`src/rtl/status_event_pkg.sv`:
```
// Shared types and constants for status_event_ctrl.
// The HOLD state is only part of the state enum when STATUS_EVENT_CTRL_COALESCE_EN is defined.
package status_event_pkg;

  localparam int SEC_WIDTH = 8;
  localparam logic [SEC_WIDTH-1:0] SEC_DEFAULT_MASK = 8'h7F;

`ifdef STATUS_EVENT_CTRL_COALESCE_EN
  typedef enum logic [2:0] {
    ST_IDLE  = 3'd0,
    ST_ARMED = 3'd1,
    ST_SNAP  = 3'd2,
    ST_ACK   = 3'd3,
    ST_HOLD  = 3'd4
  } sec_state_e;
`else
  typedef enum logic [2:0] {
    ST_IDLE  = 3'd0,
    ST_ARMED = 3'd1,
    ST_SNAP  = 3'd2,
    ST_ACK   = 3'd3
  } sec_state_e;
`endif

  // Ones in the low num_src bit positions; num_src is expected to be 1..8.
  function automatic logic [SEC_WIDTH-1:0] sec_src_valid(input int num_src);
    logic [15:0] ones;
    ones = (16'd1 << num_src) - 16'd1;
    return ones[SEC_WIDTH-1:0];
  endfunction

endpackage

```
`src/rtl/status_edge_capture.sv`:
```
// Per-bit input register, rising-edge detect and sticky event capture with clear.
// A clear and a fresh edge in the same cycle leave the sticky bit set.
module status_edge_capture
  import status_event_pkg::*;
#(
  parameter int WIDTH = SEC_WIDTH
) (
  input  logic             clock,
  input  logic             reset,
  input  logic [WIDTH-1:0] src_in,
  input  logic [WIDTH-1:0] edge_en,
  input  logic [WIDTH-1:0] clear,
  output logic [WIDTH-1:0] src_q,
  output logic [WIDTH-1:0] sticky_q
);

  logic [WIDTH-1:0] src_d;
  logic [WIDTH-1:0] sticky_d;

  always_comb begin
    src_d    = src_in;
    sticky_d = (sticky_q & ~clear) | (src_in & ~src_q & edge_en);
  end

  always_ff @(posedge clock or posedge reset) begin
    if (reset) begin
      src_q    <= '0;
      sticky_q <= '0;
    end else begin
      src_q    <= src_d;
      sticky_q <= sticky_d;
    end
  end

endmodule

```
`src/rtl/status_event_ctrl.sv`:
```
// Status/event controller: sticky edge and level status, interrupt mask, snapshot-and-clear read.
// Build macro STATUS_EVENT_CTRL_COALESCE_EN adds a post-read HOLD state with an HOLDOFF_CYC counter.
module status_event_ctrl
  import status_event_pkg::*;
#(
  parameter int         NUM_SRC       = 8,
  parameter logic [7:0] EDGE_MODE     = 8'h00,
  parameter logic [7:0] INT_MASK_INIT = SEC_DEFAULT_MASK
`ifdef STATUS_EVENT_CTRL_COALESCE_EN
  , parameter logic [7:0] HOLDOFF_CYC = 8'd16
`endif
) (
  input  logic       clock,
  input  logic       reset,
  input  logic [7:0] src_in,
  input  logic       mask_wr,
  input  logic [7:0] mask_data,
  input  logic       rd_req,
  output logic       rd_ack,
  output logic [7:0] rd_data,
  output logic       intr,
  output logic       pending
);

  localparam logic [7:0] VALID_MASK = sec_src_valid(NUM_SRC);
  localparam logic [7:0] EDGE_BITS  = EDGE_MODE & VALID_MASK;
  localparam logic [7:0] LEVEL_BITS = ~EDGE_MODE & VALID_MASK;

  sec_state_e state_q, state_d;
  logic [7:0] mask_q, mask_d;
  logic [7:0] rd_data_q, rd_data_d;
  logic       intr_q, intr_d;
  logic       rd_ack_q, rd_ack_d;
  logic       req_low_q, req_low_d;
  logic [7:0] src_q, sticky_q, clear, status;
  logic       accept;
`ifdef STATUS_EVENT_CTRL_COALESCE_EN
  logic [7:0] cnt_q, cnt_d;
`endif

  status_edge_capture #(
    .WIDTH(SEC_WIDTH)
  ) u_capture (
    .clock   (clock),
    .reset   (reset),
    .src_in  (src_in),
    .edge_en (EDGE_BITS),
    .clear   (clear),
    .src_q   (src_q),
    .sticky_q(sticky_q)
  );

  // Only edge bits present in the snapshot are cleared; an edge landing in SNAP survives.
  assign status  = (sticky_q & EDGE_BITS) | (src_q & LEVEL_BITS);
  assign pending = |(status & mask_q);
  assign clear   = (state_q == ST_SNAP) ? (status & EDGE_BITS) : 8'h00;
  assign accept  = req_low_q & rd_req;

  always_comb begin
    state_d   = state_q;
    rd_data_d = rd_data_q;
    req_low_d = req_low_q | ~rd_req;
    mask_d    = mask_wr ? (mask_data & VALID_MASK) : mask_q;
`ifdef STATUS_EVENT_CTRL_COALESCE_EN
    cnt_d     = cnt_q;
`endif
    case (state_q)
      ST_IDLE: begin
        if (accept)                state_d = ST_SNAP;
        else if (pending & ~rd_req) state_d = ST_ARMED;
      end
      ST_ARMED: begin
        if (accept)        state_d = ST_SNAP;
        else if (!pending) state_d = ST_IDLE;
      end
      ST_SNAP: begin
        rd_data_d = status;
        state_d   = ST_ACK;
      end
      ST_ACK: begin
        // A new request must be seen low after this acknowledge before it is accepted.
        req_low_d = ~rd_req;
`ifdef STATUS_EVENT_CTRL_COALESCE_EN
        state_d   = ST_HOLD;
        cnt_d     = HOLDOFF_CYC;
`else
        state_d   = ST_IDLE;
`endif
      end
`ifdef STATUS_EVENT_CTRL_COALESCE_EN
      ST_HOLD: begin
        if (accept) begin
          state_d = ST_SNAP;
          cnt_d   = 8'd0;
        end else if (cnt_q <= 8'd1) begin
          state_d = ST_IDLE;
          cnt_d   = 8'd0;
        end else begin
          cnt_d   = cnt_q - 8'd1;
        end
      end
`endif
      default: state_d = ST_IDLE;
    endcase
    intr_d   = (state_d == ST_ARMED);
    rd_ack_d = (state_d == ST_ACK);
  end

  always_ff @(posedge clock or posedge reset) begin
    if (reset) begin
      state_q   <= ST_IDLE;
      mask_q    <= INT_MASK_INIT & VALID_MASK;
      rd_data_q <= 8'h00;
      intr_q    <= 1'b0;
      rd_ack_q  <= 1'b0;
      req_low_q <= 1'b0;
    end else begin
      state_q   <= state_d;
      mask_q    <= mask_d;
      rd_data_q <= rd_data_d;
      intr_q    <= intr_d;
      rd_ack_q  <= rd_ack_d;
      req_low_q <= req_low_d;
    end
  end

`ifdef STATUS_EVENT_CTRL_COALESCE_EN
  always_ff @(posedge clock or posedge reset) begin
    if (reset) cnt_q <= 8'd0;
    else       cnt_q <= cnt_d;
  end
`endif

  assign rd_ack  = rd_ack_q;
  assign rd_data = rd_data_q;
  assign intr    = intr_q;

endmodule

```
`config.mk`:
```
export PLATFORM = sky130hd
export DESIGN_NAME = status_event_ctrl
export DESIGN_NICKNAME = d
export VERILOG_FILES = /design/src/rtl/status_event_pkg.sv /design/src/rtl/status_edge_capture.sv /design/src/rtl/status_event_ctrl.sv
export SDC_FILE = /design/constraint.sdc
export NUM_CORES = 1
export LEC_CHECK = 0
export ABC_AREA = 1
export BUFFER_PORTS_ARGS = -buffer_cell sky130_fd_sc_hd__buf_2
export CORE_MARGIN = 2
export CORE_UTILIZATION = 44
export CTS_CLUSTER_DIAMETER = 40
export DETAILED_ROUTE_END_ITERATION = 8
export PLACE_DENSITY = 0.67
export SYNTH_ARGS = -nofsm -noshare
export SYNTH_HDL_FRONTEND = slang
export SYNTH_HIERARCHICAL = 1
export SYNTH_SLANG_ARGS = --single-unit
```
`constraint.sdc`:
```
create_clock -name clock -period 2.65 [get_ports clock]
set_input_delay 0.3975 -clock clock [delete_from_list [all_inputs] [get_ports clock]]
set_output_delay 0.3975 -clock clock [all_outputs]
set_load 0.02 [all_outputs]
```
==> impl_metrics.env, run 1 <==
export IMPL_status="completed"
export IMPL_die_w_um=54.0
export IMPL_cts_sinks=30
export IMPL_cp_end_kind="primary output"
export IMPL_crit_chain="nand2_1 > nand2_1 > nor2_1 > nand2_1 > buf_2"
export IMPL_grt_max_degree=23
export IMPL_vias_per_cell=4.61
export IMPL_post_cts_buffers=0
export IMPL_cp_common_cell="nand2_1"
export IMPL_cts_hold_buf=0
export IMPL_crit_fanout=2
export IMPL_via_count=766
export IMPL_fp_row_count=18
export IMPL_crit_type="reg2out"
export IMPL_fin_nets=155
export IMPL_power_density_mw_per_mm2=710
export IMPL_slew_headroom=0.465
export IMPL_p_switching_mw=0.263
export IMPL_critPathMaxStageDelay_ps=540
export IMPL_hpwl_mm=1.44
export IMPL_antennaDiodeCount=0
export IMPL_grt_pass1_vias=752
export IMPL_maxCapViolations=0
export IMPL_fin_area_mm2=0.00133
export IMPL_start_util=0.453
export IMPL_period_share=0.622
export IMPL_clk_latency_ps=320
export IMPL_pwr_share_seq=0.575
export IMPL_antenna_found_initial=0
export IMPL_power_total_mw=0.946
export IMPL_synthCells=99
export IMPL_fin_crit_ps=1650
export IMPL_coreArea_mm2=0.00243
export IMPL_p_int_mw=0.682
export IMPL_htreeDepth=2
export IMPL_fin_skew_ps=7.90
export IMPL_ios=31
export IMPL_place_area_mm2=0.00128
export IMPL_numPortBuffers=30
export IMPL_yosysWarnings=6
export IMPL_drv_slew=0
export IMPL_drt_total_wl_mm=1.88
export IMPL_hold_violations=0
export IMPL_synth_nets=119
export IMPL_final_core_util=0.548
export IMPL_power_leakage_nw=0.711
export IMPL_dieArea_mm2=0.00292
export IMPL_worstPathRequired_ps=2250
export IMPL_switching_share=0.279
export IMPL_cp_start_kind="register"
export IMPL_hold_path_class="in2async"
export IMPL_tightest_slew_ps=802
export IMPL_comb_power_share=0.169
export IMPL_syn_to_final_growth_pct=21.0
export IMPL_clk_pin_slew_ps=90
export IMPL_slowest_stage="dfstp_2"
export IMPL_drive_above_1_share=0.346
export IMPL_grt_first_pass_wirelength_mm=3.22
export IMPL_grt_total_usage=0.167
export IMPL_overflow=0
export IMPL_drtIter0Drc=13
export IMPL_clockBufferDepth=2
export IMPL_syn_avg_cell_area_um2=11.1
export IMPL_rsz0062_at_grt="no"
export IMPL_p_clk_frac=0.256
export IMPL_worstPathArrival_ps=1250
export IMPL_cts_buffers_inserted=5
export IMPL_antenna_left=0
export IMPL_vdd_ir_drop_max_mv=0.492
export IMPL_wl_per_cell_um=11.3
export IMPL_finalSetupTns_ps=0
export IMPL_max_freq_mhz=606
export IMPL_die_height_um=54.0
export IMPL_cts_resized=0
export IMPL_route_detailed_drc=0
export IMPL_root_buffer="clkbuf_4"
export IMPL_finalSetupViolCount=0
export IMPL_first_pass_iters=3
export IMPL_gp_congestion=0.688
export IMPL_netlist_area_mm2=0.00110
export IMPL_cts_tree="done"
[final timing paths]
check	startpoint	to	slack (ps)	depth (start not counted)
max	mask_q[1]$_DFFE_PP1P_	pending	1000	5
min	reset	u_capture/src_q[2]$_DFF_PP0_	30	2
max reg2reg	state_q[2]$_DFF_PP0_	rd_data[1]$_DFFE_PP0N_	1480	4
min reg2reg	rd_data[1]$_DFFE_PP0N_	rd_data[1]$_DFFE_PP0N_	470	2
max in group asynchronous	reset	intr$_DFF_PP0_	1910	2
min in group clock	src_in[1]	u_capture/src_q[1]$_DFF_PP0_	180	1
[critical path: cells and delay by family, from the launching register on]
| family | cells | cell delay [ps] |
|---|---|---|
| and+or+nand+nor | 4 | 230 |
| buffers and inverters | 1 | 170 |
| DFF | 1 | 540 |
[state kept, by name (all words and copies together) (netlist names)]
name,flops
intr,1
state_q,3
rd_ack,1
u_capture/src_q,8
req_low_q,1
rd_data,8
mask_q,8
[power by group through the flow]
stage / combinational [mW] / sequential (mW) / clock (mW)
after floorplan: 0.0652 / 0.587 / 0
after global routing: 0.182 / 0.551 / 0.276
final: 0.160 / 0.544 / 0.242
after detailed placement: 0.164 / 0.553 / 0
after CTS: 0.164 / 0.545 / 0.255
after global placement: 0.160 / 0.550 / 0
[per-layer routing]
| metal | GRT usage | up-vias | wire length (µm) |
|---|---|---|---|
| li1 | - | 375 | - |
| met1 | 0.189 | 364 | 788 |
| met2 | 0.258 | 22 | 910 |
| met3 | 0.0750 | 5 | 131 |
| met4 | 0.100 | 0 | 51 |
| met5 | 0 | - | 0 |
[placed cells by master, fill, tap and decap left out]
master / instances
clkbuf_1: 3
clkbuf_4: 5
o21ai_1: 1
nand2_1: 42
a21oi_1: 2
nor3_1: 1
dfrtp_1: 23
conb_1: 1
inv_4: 1
inv_1: 6
mux2_2: 2
nor3_4: 1
buf_2: 30
nor2_1: 3
mux2_1: 6
inv_2: 1
o21ai_0: 1
dfstp_2: 7
[stage by stage]
stage / hold slack (ps) / setup WS, ps / instances
global route: 40.9 / 859 / 166
floorplan: 213 / 1460 / 99
global placement: 364 / 1340 / 158
CTS: 16.2 / 975 / 166
detailed placement: 379 / 1340 / 158
finish: 26.6 / 1000 / 166
[area by class of cell]
type	instances	area, µm²
Multi-Input combinational cell	60	304
Timing Repair Buffer	30	150
Tap cell	30	37.5
Inverter	8	32.5
Clock buffer	8	48.8
Sequential cell	30	759
Fill cell	226	1100
(Power assumes the default switching activity.)
==> inputs of run 2 (changes only) <==
--- a/config.mk
+++ b/config.mk
@@ -5,13 +5,13 @@
 export SDC_FILE = /design/constraint.sdc
 export NUM_CORES = 1
 export LEC_CHECK = 0
-export ABC_AREA = 1
+export ABC_AREA = 0
 export BUFFER_PORTS_ARGS = -buffer_cell sky130_fd_sc_hd__buf_2
 export CORE_MARGIN = 2
 export CORE_UTILIZATION = 44
 export CTS_CLUSTER_DIAMETER = 40
 export DETAILED_ROUTE_END_ITERATION = 8
-export PLACE_DENSITY = 0.67
+export PLACE_DENSITY = 0.69
 export SYNTH_ARGS = -nofsm -noshare
 export SYNTH_HDL_FRONTEND = slang
 export SYNTH_HIERARCHICAL = 1
==> constraint.sdc (replaced) <==
create_clock -name clock -period 1.4 [get_ports clock]
set_input_delay 0.21 -clock clock [delete_from_list [all_inputs] [get_ports clock]]
set_output_delay 0.21 -clock clock [all_outputs]
set_load 0.02 [all_outputs]
==> run 2 against run 1 <==
Non-clock buffer count up 12. The flow now finishes with violations (setup timing). Via count shrank 9.8%. Critical path depth is 1 lower. Design area rose by 9.0%. Register-to-register slack lost 1400 ps. Core utilization is 9.0 points higher. Synthesized cell count down 31%. Routed wire length grew 4.7%. Count of clock-buffer cells in the layout decreased by 1.
==> impl_metrics.env, run 2 <==
export IMPL_period_share=1.08
export IMPL_p_int_mw=1.44
export IMPL_fin_crit_ps=1510
export IMPL_vdd_ir_drop_max_mv=0.787
export IMPL_die_height_um=53.6
export IMPL_coreArea_mm2=0.00228
export IMPL_cts_sinks=30
export IMPL_placed_cells=126
export IMPL_whs_ps=71.9
export IMPL_violations="setup timing"
export IMPL_overflow=0
export IMPL_htreeDepth=2
export IMPL_numPortBuffers=30
export IMPL_syn_to_final_growth_pct=34.2
export IMPL_critPathMaxStageDelay_ps=390
export IMPL_via_count=691
export IMPL_place_area_mm2=0.00127
export IMPL_crit_fanout=2
export IMPL_wl_per_cell_um=13.7
export IMPL_root_buffer="clkbuf_4"
export IMPL_drt_total_wl_mm=1.97
export IMPL_worstPathArrival_ps=1300
export IMPL_crit_type="reg2out"
export IMPL_ios=31
export IMPL_mostFrequentLayoutCells="buf_2, dfrtp_1, mux2_2, dlygate4sd3_1, dfstp_2"
export IMPL_drive_above_1_share=0.612
export IMPL_grt_max_degree=15
export IMPL_drv_slew=0
export IMPL_antennaDiodeCount=0
export IMPL_drtIter0Drc=3
export IMPL_power_density_mw_per_mm2=1370
export IMPL_fin_area_mm2=0.00145
export IMPL_first_pass_iters=2
export IMPL_wl_met3_um=131
export IMPL_clockBufferDepth=2
export IMPL_cts_tree="done"
export IMPL_gp_congestion=0.677
export IMPL_clk_pin_slew_ps=90
export IMPL_grt_pass1_vias=717
export IMPL_p_clk_frac=0.264
export IMPL_worstPathRequired_ps=1190
export IMPL_pwr_share_seq=0.536
export IMPL_power_leakage_nw=0.682
export IMPL_yosysWarnings=6
export IMPL_synth_nets=88
export IMPL_synthCells=68
export IMPL_path_buf_inv=2
export IMPL_clk_latency_ps=320
export IMPL_maxCapViolations=0
export IMPL_rsz0062_at_grt="yes"
export IMPL_fp_row_count=17
export IMPL_dieArea_mm2=0.00287
export IMPL_crit_chain="a22oi_2 > and4_4 > inv_2 > buf_6"
export IMPL_hold_violations=0
export IMPL_max_freq_mhz=662
export IMPL_finalSetupViolCount=1
export IMPL_cts_buffers_inserted=5
export IMPL_met2_length_mm=1.01
export IMPL_die_w_um=53.6
export IMPL_finalSetupTns_ps=-111
export IMPL_slowest_stage="dfstp_2"
export IMPL_syn_avg_cell_area_um2=15.9
export IMPL_fin_ws_ps=-111
export IMPL_post_place_ws_ps=110
export IMPL_hpwl_mm=1.34
export IMPL_antenna_left=0
export IMPL_hold_path_class="in2reg"
export IMPL_status="complete, but fails checks"
export IMPL_netlist_area_mm2=0.00108
export IMPL_vias_per_cell=4.80
export IMPL_grt_total_usage=0.176
export IMPL_p_switching_mw=0.551
export IMPL_grt_first_pass_wirelength_mm=3.34
export IMPL_fin_nets=135
export IMPL_route_detailed_drc=0
export IMPL_fin_cells=144
export IMPL_cp_start_kind="register"
export IMPL_fin_skew_ps=7.93
export IMPL_layout_commonest_cell="buf_2"
export IMPL_dr_max_layer_used="met4"
export IMPL_comb_power_share=0.200
export IMPL_start_util=0.476
export IMPL_switching_share=0.277
export IMPL_crit_family="flip-flops"
export IMPL_wirelength_met1_um=805
export IMPL_antenna_found_initial=0
export IMPL_cp_end_kind="primary output"
run 2: stage by stage:
| step | total power [mW] | util |
|---|---|---|
| 6_report | 1.99 | 0.638 |
| 3_5_place_dp | 1.45 | 0.556 |
| 2_1_floorplan | 1.31 | - |
| 4_1_cts | 2.02 | 0.633 |
| 3_3_place_gp | 1.44 | 0.556 |
| 5_1_grt | 2.11 | 0.638 |
run 2: path summary, 6_finish.rpt:
| path | from | endpoint | slack (ps) | cells past startpoint |
|---|---|---|---|---|
| worst max-delay path | mask_q[2]$_DFFE_PP1P_ | pending | -110 | 4 |
| min in group asynchronous | reset | rd_data[0]$_DFFE_PP0N_ | 400 | 3 |
| worst min register to register | state_q[2]$_DFF_PP0_ | state_q[1]$_DFF_PP0_ | 510 | 1 |
| max in group asynchronous | reset | mask_q[4]$_DFFE_PP1P_ | 440 | 4 |
| worst max register to register | state_q[0]$_DFF_PP0_ | rd_data[2]$_DFFE_PP0N_ | 100 | 3 |
| worst min-delay path | rd_req | req_low_q$_DFF_PP0_ | 70 | 2 |
run 2: layout make-up:
cell class / count / area, µm²
tap: 28 / 35.0
clock buffer: 7 / 55.1
clock inverter: 1 / 5.00
fill: 193 / 823
multi-input combinational: 33 / 318
timing repair buffer: 42 / 269
sequential: 30 / 759
inverter: 3 / 11.3
run 2: timing repair:
action,4_1_cts,5_1_grt
gates resized for setup,7,1
endpoints found under the setup margin,1,1
pin swaps,4,2
hold buffers,9,0
endpoints found under the hold margin,20,0
buffers inserted,0,1
run 2: worst reg2reg max path, cell delays in order (launching register included):
cell and delay [ps]:
dfrtp_1 420, nor3b_2 200, buf_4 210, mux2_2 350
run 2: power groups by stage:
stage | sequential, mW | clock [mW] | combinational [mW]
floorplan | 1.16 | 0 | 0.144
global placement | 1.07 | 0 | 0.363
detailed placement | 1.08 | 0 | 0.371
CTS | 1.07 | 0.549 | 0.400
global route | 1.08 | 0.592 | 0.433
finish | 1.07 | 0.525 | 0.398
run 2: layer usage:
| layer | GRT usage | vias up |
|---|---|---|
| li1 | - | 325 |
| met1 | 0.205 | 340 |
| met2 | 0.276 | 22 |
| met3 | 0.0861 | 4 |
| met4 | 0.0769 | 0 |
| met5 | 0 | - |
